$ cat config.mk
export PLATFORM = sky130hd
export DESIGN_NAME = axi_mst_read_ot
export DESIGN_NICKNAME = d
export VERILOG_FILES = /design/src/rtl/axi_mst_read_ot.sv
export SDC_FILE = /design/constraint.sdc
export NUM_CORES = 2
export LEC_CHECK = 0
export CAP_MARGIN = 0
export CORE_ASPECT_RATIO = 0.5
export CORE_UTILIZATION = 55
export DETAILED_ROUTE_END_ITERATION = 8
export GPL_TIMING_DRIVEN = 0
export PLACE_DENSITY = 0.73
export SYNTH_ARGS = -nofsm -noshare
export SYNTH_HDL_FRONTEND = slang
export SYNTH_SLANG_ARGS = --single-unit
$ cat constraint.sdc
create_clock -name clk -period 8.8 [get_ports clk]
set_input_delay 1.76 -clock clk [delete_from_list [all_inputs] [get_ports clk]]
set_output_delay 1.76 -clock clk [all_outputs]
set_load 0.01 [all_outputs]
$ cat src/rtl/axi_mst_read_ot.sv
`timescale 1ns/1ps
// -----------------------------------------------------------------------------
// axi_mst_read_ot
// AXI4 read DMA master for the DDR bandwidth test path. Streams NBURST bursts
// of (LEN+1) beats from DDR into an AXIS master port, keeping up to MAX_OT
// read bursts in flight. A burst is only requested once the read-data FIFO
// has room reserved for all of its beats, so rready never has to drop while
// data is owed to us.
//
// Ports
//   clk, rst          single clock, synchronous active-high reset
//   m_axi_ar*         AR channel (single ID 0, INCR, full-width beats)
//   m_axi_r*          R channel; rid is ignored, rready = FIFO not full
//   m_axis_*          AXIS stream out of the FIFO (first-word-fall-through)
//   START_REG         level input, 0->1 edge in IDLE starts a transfer
//   ADDR/NBURST/LEN   transfer configuration, latched on start
//   IDLE/DONE/RESP_ERR/BND_ERR/BEATS  status back to the register block
// -----------------------------------------------------------------------------
module axi_mst_read_ot #(
   parameter int ID_WIDTH   = 6,
   parameter int DATA_WIDTH = 64,
   parameter int LEN_WIDTH  = 8,
   parameter int FIFO_DEPTH = 64,
   parameter int MAX_OT     = 4
) (
   input  logic                    clk,
   input  logic                    rst,
   output logic [ID_WIDTH-1:0]     m_axi_arid,
   output logic [31:0]             m_axi_araddr,
   output logic [LEN_WIDTH-1:0]    m_axi_arlen,
   output logic [2:0]              m_axi_arsize,
   output logic [1:0]              m_axi_arburst,
   output logic [1:0]              m_axi_arlock,
   output logic [3:0]              m_axi_arcache,
   output logic [2:0]              m_axi_arprot,
   output logic [3:0]              m_axi_arqos,
   output logic                    m_axi_arvalid,
   input  logic                    m_axi_arready,
   input  logic [ID_WIDTH-1:0]     m_axi_rid,
   input  logic [DATA_WIDTH-1:0]   m_axi_rdata,
   input  logic [1:0]              m_axi_rresp,
   input  logic                    m_axi_rlast,
   input  logic                    m_axi_rvalid,
   output logic                    m_axi_rready,
   output logic                    m_axis_tvalid,
   output logic [DATA_WIDTH-1:0]   m_axis_tdata,
   output logic [DATA_WIDTH/8-1:0] m_axis_tstrb,
   output logic                    m_axis_tlast,
   input  logic                    m_axis_tready,
   input  logic                    START_REG,
   input  logic [31:0]             ADDR_REG,
   input  logic [31:0]             NBURST_REG,
   input  logic [LEN_WIDTH-1:0]    LEN_REG,
   output logic                    IDLE_REG,
   output logic                    DONE_REG,
   output logic                    RESP_ERR_REG,
   output logic                    BND_ERR_REG,
   output logic [31:0]             BEATS_REG
);

   localparam int BPB = DATA_WIDTH / 8;
   localparam int SZ  = $clog2(BPB);
   localparam int AW  = $clog2(FIFO_DEPTH);
   localparam int CW  = AW + 1;
   localparam int OW  = 5;
   localparam logic [CW-1:0] DEPTH_C  = CW'(FIFO_DEPTH);
   localparam logic [OW-1:0] MAX_OT_C = OW'(MAX_OT);

   typedef enum logic [1:0] {S_IDLE, S_RUN, S_DRAIN, S_DONE} state_t;

   state_t                  state;
   logic                    start_q;
   logic [31:0]             addr_q;
   logic [31:0]             nburst_q;
   logic [LEN_WIDTH-1:0]    len_q;
   logic [31:0]             issued;
   logic [31:0]             completed;
   logic [31:0]             beats;
   logic [31:0]             pop_cnt;
   logic [31:0]             last_idx;
   logic [OW-1:0]           outstanding;
   logic [CW-1:0]           reserved;
   logic [CW-1:0]           count;
   logic [AW-1:0]           wr_ptr;
   logic [AW-1:0]           rd_ptr;
   logic                    arvalid_q;
   logic                    done_q;
   logic                    resp_err_q;
   logic                    bnd_err_q;
   logic [DATA_WIDTH-1:0]   mem [FIFO_DEPTH];

   logic                    start_rise;
   logic                    fifo_full;
   logic                    fifo_empty;
   logic                    push;
   logic                    pop;
   logic                    ar_hs;
   logic                    rlast_hs;
   logic [CW-1:0]           burst_beats;
   logic [CW-1:0]           free;
   logic [31:0]             burst_bytes;
   logic                    cross_4k;
   logic                    can_issue;
   logic                    unused_rid;

   assign start_rise  = START_REG & ~start_q;
   assign fifo_full   = (count == DEPTH_C);
   assign fifo_empty  = (count == '0);
   assign push        = m_axi_rvalid & ~fifo_full;
   assign pop         = ~fifo_empty & m_axis_tready;
   assign ar_hs       = arvalid_q & m_axi_arready;
   assign rlast_hs    = push & m_axi_rlast;
   assign burst_beats = CW'(len_q) + CW'(1);
   // Space that is neither holding data nor promised to an issued burst.
   assign free        = DEPTH_C - count - reserved;
   assign burst_bytes = (32'(len_q) + 32'd1) << SZ;
   // A burst may end exactly on the 4KB line but not run past it.
   assign cross_4k    = (32'(addr_q[11:0]) + burst_bytes) > 32'd4096;
   assign can_issue   = (outstanding < MAX_OT_C) && (free >= burst_beats);
   assign unused_rid  = ^m_axi_rid;

   assign m_axi_arid    = '0;
   assign m_axi_araddr  = addr_q;
   assign m_axi_arlen   = len_q;
   assign m_axi_arsize  = 3'(SZ);
   assign m_axi_arburst = 2'b01;
   assign m_axi_arlock  = '0;
   assign m_axi_arcache = '0;
   assign m_axi_arprot  = '0;
   assign m_axi_arqos   = '0;
   assign m_axi_arvalid = arvalid_q;
   assign m_axi_rready  = ~fifo_full;
   assign m_axis_tvalid = ~fifo_empty;
   assign m_axis_tdata  = mem[rd_ptr];
   assign m_axis_tstrb  = '1;
   // An aborted transfer never reaches its final beat, so no tlast then.
   assign m_axis_tlast  = ~fifo_empty & ~bnd_err_q & (pop_cnt == last_idx);
   assign IDLE_REG      = (state == S_IDLE);
   assign DONE_REG      = done_q;
   assign RESP_ERR_REG  = resp_err_q;
   assign BND_ERR_REG   = bnd_err_q;
   assign BEATS_REG     = beats;

   // FIFO storage carries data only and is not reset.
   always_ff @(posedge clk) begin
      if (push) mem[wr_ptr] <= m_axi_rdata;
   end

   always_ff @(posedge clk) begin
      if (rst) begin
         state       <= S_IDLE;
         start_q     <= 1'b0;
         arvalid_q   <= 1'b0;
         done_q      <= 1'b0;
         resp_err_q  <= 1'b0;
         bnd_err_q   <= 1'b0;
         issued      <= '0;
         completed   <= '0;
         beats       <= '0;
         pop_cnt     <= '0;
         last_idx    <= '0;
         outstanding <= '0;
         reserved    <= '0;
         count       <= '0;
         wr_ptr      <= '0;
         rd_ptr      <= '0;
      end else begin
         start_q <= START_REG;

         // FIFO and credit bookkeeping; AR and rlast in one cycle net out.
         if (push) wr_ptr <= wr_ptr + AW'(1);
         if (pop)  rd_ptr <= rd_ptr + AW'(1);
         count       <= count + CW'(push) - CW'(pop);
         reserved    <= reserved + (ar_hs ? burst_beats : CW'(0)) - CW'(push);
         outstanding <= outstanding + OW'(ar_hs) - OW'(rlast_hs);
         if (push) beats <= beats + 32'd1;
         if (push && (m_axi_rresp != 2'b00)) resp_err_q <= 1'b1;
         if (rlast_hs) completed <= completed + 32'd1;
         if (pop) pop_cnt <= pop_cnt + 32'd1;

         if (ar_hs) begin
            arvalid_q <= 1'b0;
            addr_q    <= addr_q + burst_bytes;
            issued    <= issued + 32'd1;
         end

         case (state)
            S_IDLE: begin
               if (start_rise) begin
                  addr_q     <= ADDR_REG;
                  nburst_q   <= NBURST_REG;
                  len_q      <= LEN_REG;
                  last_idx   <= NBURST_REG * (32'(LEN_REG) + 32'd1) - 32'd1;
                  resp_err_q <= 1'b0;
                  bnd_err_q  <= 1'b0;
                  issued     <= '0;
                  completed  <= '0;
                  beats      <= '0;
                  pop_cnt    <= '0;
                  if (NBURST_REG == '0) begin
                     done_q <= 1'b1;
                     state  <= S_DONE;
                  end else begin
                     done_q <= 1'b0;
                     state  <= S_RUN;
                  end
               end
            end
            S_RUN: begin
               // A raised arvalid is left alone until its handshake.
               if (!arvalid_q) begin
                  if (issued == nburst_q) begin
                     state <= S_DRAIN;
                  end else if (cross_4k) begin
                     bnd_err_q <= 1'b1;
                     state     <= S_DRAIN;
                  end else if (can_issue) begin
                     arvalid_q <= 1'b1;
                  end
               end
            end
            S_DRAIN: begin
               if ((outstanding == '0) && (completed == issued) && fifo_empty) begin
                  done_q <= 1'b1;
                  state  <= S_DONE;
               end
            end
            S_DONE: begin
               if (!START_REG) state <= S_IDLE;
            end
            default: state <= S_IDLE;
         endcase
      end
   end

endmodule
* Word level (Yosys, flattened, before mapping)
Memories as Yosys holds them, arrays and structs flattened. A register that Yosys moved wholly into a read port is not among the register bits.
Index checks and enable logic that the tools add are counted.
Widths: inputs -> output; s select.
** Word-level totals
- Output and inout port bits :: 176
- Memories kept :: 1
- Bits in latches :: 0
- Bits of input ports :: 151
- Register bits after elaboration :: 270
- Bits in writable memories :: 4096
- Memory bits (read-only) :: 0
** Memories
- mem :: depth 64, width 64, rd ports 1, clocked after memory_dff 1, write ports 1, RTL line 90 : logic [DATA_WIDTH-1:0] mem [FIFO_DEPTH];
** Operators by class
- Multipliers :: 1
- Bitwise operators :: 12
- Add/subtract/negate cells :: 20
- Divide/modulo/power cells :: 0
- Reduce and logical (&&, ||, !) cells :: 16
- $lt $le $gt $ge :: 3
- Equality and inequality tests :: 14
- Mux-type cells :: 46
- Shift-type cells :: 0
** Operator list (count)
- $mux 32 :: 15
- $add 32x1->32 const B :: 4
- $eq 32x32->1 :: 3
- $add 32x12->32 :: 1
- $logic_not 32->1 :: 1
- $mul 32x9->32 :: 1
- $sub 32x1->32 const B :: 1
- $add 8x1->9 const B :: 2
- $mux 1 :: 18
- $mux 2 :: 7
- $sub 7x1->7 :: 2
- $add 12x12->13 :: 1
- $gt 13x13->1 const B :: 1
- $add 6x1->6 const B :: 2
- $mux 6 :: 2
- $ne 2x2->1 const B :: 5
- $reduce_and 5->1 :: 2
- $pmux 2 s4 :: 1
- $add 7x1->7 :: 1
- $add 7x1->7 const B :: 1
- $add 7x7->7 :: 1
- $and 1x1->1 :: 7
- $eq 7x7->1 const B :: 1
- $ge 7x7->1 :: 1
- 19 further kinds :: 31

* Longest topological paths before layout
- Word-level depth :: 9
- Gate-level depth with buffers :: 25

* Worst setup path before layout
Ideal clock, no wire load.
- Kind :: input-to-reg
- From :: in LEN_REG[0]
- To :: reg last_idx[29]
- Cell stages on the path :: 22
- Path buffers :: 2
- Setup slack :: 1.276 ns
- Required time :: 8.680 ns
- Library setup time :: 0.120 ns
- Arrival time :: 7.405 ns
- Cell sequence :: ha_1 xor2_1 clkbuf_1 clkbuf_1 nand2_1 fa_1 inv_1 fa_1 inv_1 fa_1 fa_1 fa_1 inv_1 ha_1 o211a_1 o21a_1 and4_1 nor2_1 o22ai_1 o31a_1 or3_1 a32o_1
** Between the ends
- Longest elaborated chain between the ends :: 3
** RTL lines
- from (decl) :: RTL line 53 : input logic [LEN_WIDTH-1:0] LEN_REG,
- $add 8x1->9 :: RTL line 193 : last_idx <= NBURST_REG * (32'(LEN_REG) + 32'd1) - 32'd1;
- $mul 32x9->32 :: RTL line 193
- $sub 32x1->32 :: RTL line 193
- to (signal assigned) :: RTL line 193
- to (decl) :: RTL line 80 : logic [31:0] last_idx;
No other way between the ends.
A chain may end at the register's enable or synchronous reset.

* Worst setup path in the final report
- From :: in LEN_REG[0]
- To :: reg last_idx[28]
The elaborated chain is that of the path after synthesis.

==> key figures <==
Global route
  – Initial antenna violation count: 43
  – Total global-route track usage: 30.3%
  – First-pass GRT wire length: 692,000 um
  – Largest net degree at the start of global routing: 65
  – GRT overflow: 0
  – Vias in the first global route: 92,772

STA
  – Worst slew pin tran: 1.43 ns
  – Final-report hold violation count: 0
  – Final setup fails: 0
  – Period utilization: 94.4%
  – TNS Setup: 0 ns
  – Final Critical Period: 8.31 ns
  – Clock Skew: 0.105 ns
  – Fin. max-slew vios: 0
  – RSZ-0062 raised after global routing: false
  – Max Clk Rate: 120 MHz
  – Rel. slew slack: 4.56%
  – Final WS setup: 0.493 ns

Detailed routing
  – Drt total wl: 493,000 um
  – Drt wl/cell: 35.4 um
  – # DRC: 0
  – Via Count: 92,763
  – Drt first pass iters: 6
  – Vias per Instance: 6.66
  – Post-route ant nets: 0
  – DR iter-0 viols: 13,978

Clock tree
  – Cts hold-fix bufs: 0
  – Clock insertion delay at the later pin of the skew report: 0.98 ns
  – CTS H-tree lvls: 5
  – Root Buffer: clkbuf_16
  – Clk pin slew, worst setup/hold paths: 0.08 ns
  – Setup Fix Bufs, Post-CTS: 0
  – CTS Sinks: 4,372
  – Num CTS Buffers: 374
  – CTS tree: yes
  – Clock Path Buffers: 4

Logic synthesis
  – Seq/Total Area, Yosys: 73.0%
  – FFs w/ async S/R, synth: 0%
  – Mapped Avg Cell Area: 21.2 um^2
  – Mapped Cells: 8,343
  – Count of cell types in the netlist: 77
  – Number of synthesized flops with an enable pin: 4,168
  – Flop and latch count out of synthesis: 4,372
  – Synthesized area: 177,000 um^2
  – Warnings, synthesis: 0
  – Ys flop type: edfxtp_1

Run
  – Max-cap violations: 0

Power and ir drop
  – Peak supply drop: 234 uV
  – P_leak: 63.9 nW
  – Power Density: 267 nW/um^2

Final layout
  – Layout cell share with drive strength beyond 1: 24.8%
  – Post-Layout Inst Area: 203,000 um^2
  – Synth-to-Final Area Change: 14.6%
  – Final non-filler cell total: 13,921
  – Most frequent cells in the layout: edfxtp_1 (4,168), mux4_2 (1,344), clkbuf_16 (382)
  – Commonest non-fill, non-tap cell in the layout: edfxtp_1
  – Nets: 9,747

Worst hold path
  – Worst hold-check path type: reg -> reg

Setup path
  – Data required, critical path: 9.59 ns
  – Crit start category: primary input
  – CP endpoint kind: flop
  – CP Class: in -> reg
  – Max FO, Critical Path: 10
  – Worst EP arrival: 9.09 ns

Placed design
  – Cells after DPL: 13,191
  – Post-DP HPWL: 319,000 um
  – # port buffers: 288
  – GPL Wtd Cong: 0.859
  – Area after DPL: 191,000 um^2
  – Pre-CTS WS: -1.19 ns

Floorplanning
  – Core Area: 318,000 um^2
  – Row cnt: 146
  – Die X: 804 um
  – Die H: 403 um
  – Initial core utilization: 55.6%
  – Die ar.: 324,000 um^2
  – # IOs: 327

Run status
  – Outcome: complete, no violations
-- cell type report --
type / instances / area (um^2)
antenna: 49 / 123
buffer: 442 / 1890
clock buffer: 454 / 9870
clock inverter: 226 / 2290
fill: 20503 / 115000
inverter: 310 / 1170
multi-input combinational: 3249 / 45400
sequential: 4372 / 129000
tap: 4292 / 5370
timing repair buffer: 527 / 7560
-- cell families (layout without fill, tap and decap cells) --
kind of cell	after synthesis	in the layout	synth area share [%]
xor+xnor	302	302	1.50
mux	1349	1349	17.1
other cells	2	81	0.00424
simple gates	976	976	2.62
flops	4372	4372	73.0
buf+inv	752	1959	1.70
fa+ha+maj	320	320	3.06
compound gates	270	270	0.962
-- final timing paths --
| path | start | end | slack [ns] | cells past startpoint |
|---|---|---|---|---|
| max | LEN_REG[0] | last_idx[28]$_SDFFE_PP0P_ | 0.49 | 23 |
| min | RESP_ERR_REG$_SDFF_PP0_ | RESP_ERR_REG$_SDFF_PP0_ | 0.45 | 2 |
| min reg2reg | RESP_ERR_REG$_SDFF_PP0_ | RESP_ERR_REG$_SDFF_PP0_ | 0.45 | 2 |
| max reg2reg | count[2]$_SDFF_PP0_ | mem[37][24]$_DFFE_PP_ | 3.42 | 11 |
-- metal layers --
layer | global-route usage, % | wire length, um | up-vias
li1 | - | - | 35794
met1 | 42.5 | 178000 | 48586
met2 | 45.7 | 222000 | 7200
met3 | 9.00 | 70400 | 1147
met4 | 11.4 | 22200 | 36
met5 | 0 | 395 | -
-- flip-flops by register name (all words and copies together) (netlist names), 7 cells and up, named ones only --
name,cells
pop_cnt,32
issued,32
BEATS_REG,32
mem,4096
completed,32
nburst_q,32
last_idx,32
m_axi_araddr,32
count,7
reserved,7
m_axi_arlen,8
-- worst max-delay path, cell delays in order --
cell	delay, ns
dlymetal6s2s_1	0.44
ha_1	0.32
nand3_1	0.21
nor2_1	0.32
xor2_4	0.36
clkbuf_2	0.34
and2_1	0.19
fa_1	0.45
fa_1	0.56
fa_1	0.44
fa_1	0.53
inv_1	0.06
fa_1	0.52
inv_1	0.05
ha_1	0.36
a211oi_1	0.40
nand2_1	0.11
o31ai_1	0.40
nor2_1	0.15
a21oi_2	0.33
o21ai_0	0.17
mux2i_1	0.19
a2111oi_0	0.44
-- timing repair --
| action | CTS | global route |
|---|---|---|
| setup endpoints to repair | 1 | 6 |
| resized for setup | 4 | 14 |
| endpoints found under the hold margin | 0 | 0 |
| gates cloned | 0 | 0 |
-- power by group --
group	total, mW	internal [mW]	leakage [nW]	switching (mW)
logic	14.1	6.20	18.7	7.92
clock network	16.9	9.26	5.97	7.66
registers	23.2	23.0	39.2	0.161
total	54.2	38.5	63.9	15.7
-- cells in the mapped netlist, types with 5 or more instances --
library cell  instances  area [um^2]
a211oi_1             17          128
a21o_1               23          173
a21oi_1              86          430
a22o_1                9         78.8
a31oi_1               6         37.5
and2_1               88          551
and3_1               33          206
and4_1               11         96.3
buf_1                49          184
buf_2                40          200
buf_4                32          240
clkbuf_1            318         1190
dfxtp_1             204         4080
edfxtp_1           4168       125000
fa_1                188         3760
ha_1                132         1650
inv_1               309         1160
mux4_2             1344        30300
nand2_1             310         1160
nand2b_1             39          244
nand3_1              71          355
nand3b_1              5         37.5
nand4_1              40          250
nor2_1              269         1010
nor2b_1              13         81.3
nor3_1               18         90.1
nor4_1               28          175
o21ai_0              75          375
o21bai_1              8         60.1
o31ai_1               7         52.6
or3_1                26          163
xnor2_1             129         1130
xor2_1              172         1510
-- per-stage QoR --
| stage | total power, mW | hold slack, ns | utilization (%) |
|---|---|---|---|
| 2_1_floorplan | 32.7 | 0.444 | - |
| 3_3_place_gp | 37.2 | 0.448 | 58.2 |
| 3_5_place_dp | 37.5 | 0.443 | 59.8 |
| 4_1_cts | 54.3 | 0.454 | 63.7 |
| 5_1_grt | 56.0 | 0.487 | 63.7 |
| 6_report | 54.2 | 0.450 | 63.7 |
No activity file was read; power rests on OpenSTA's default activity.
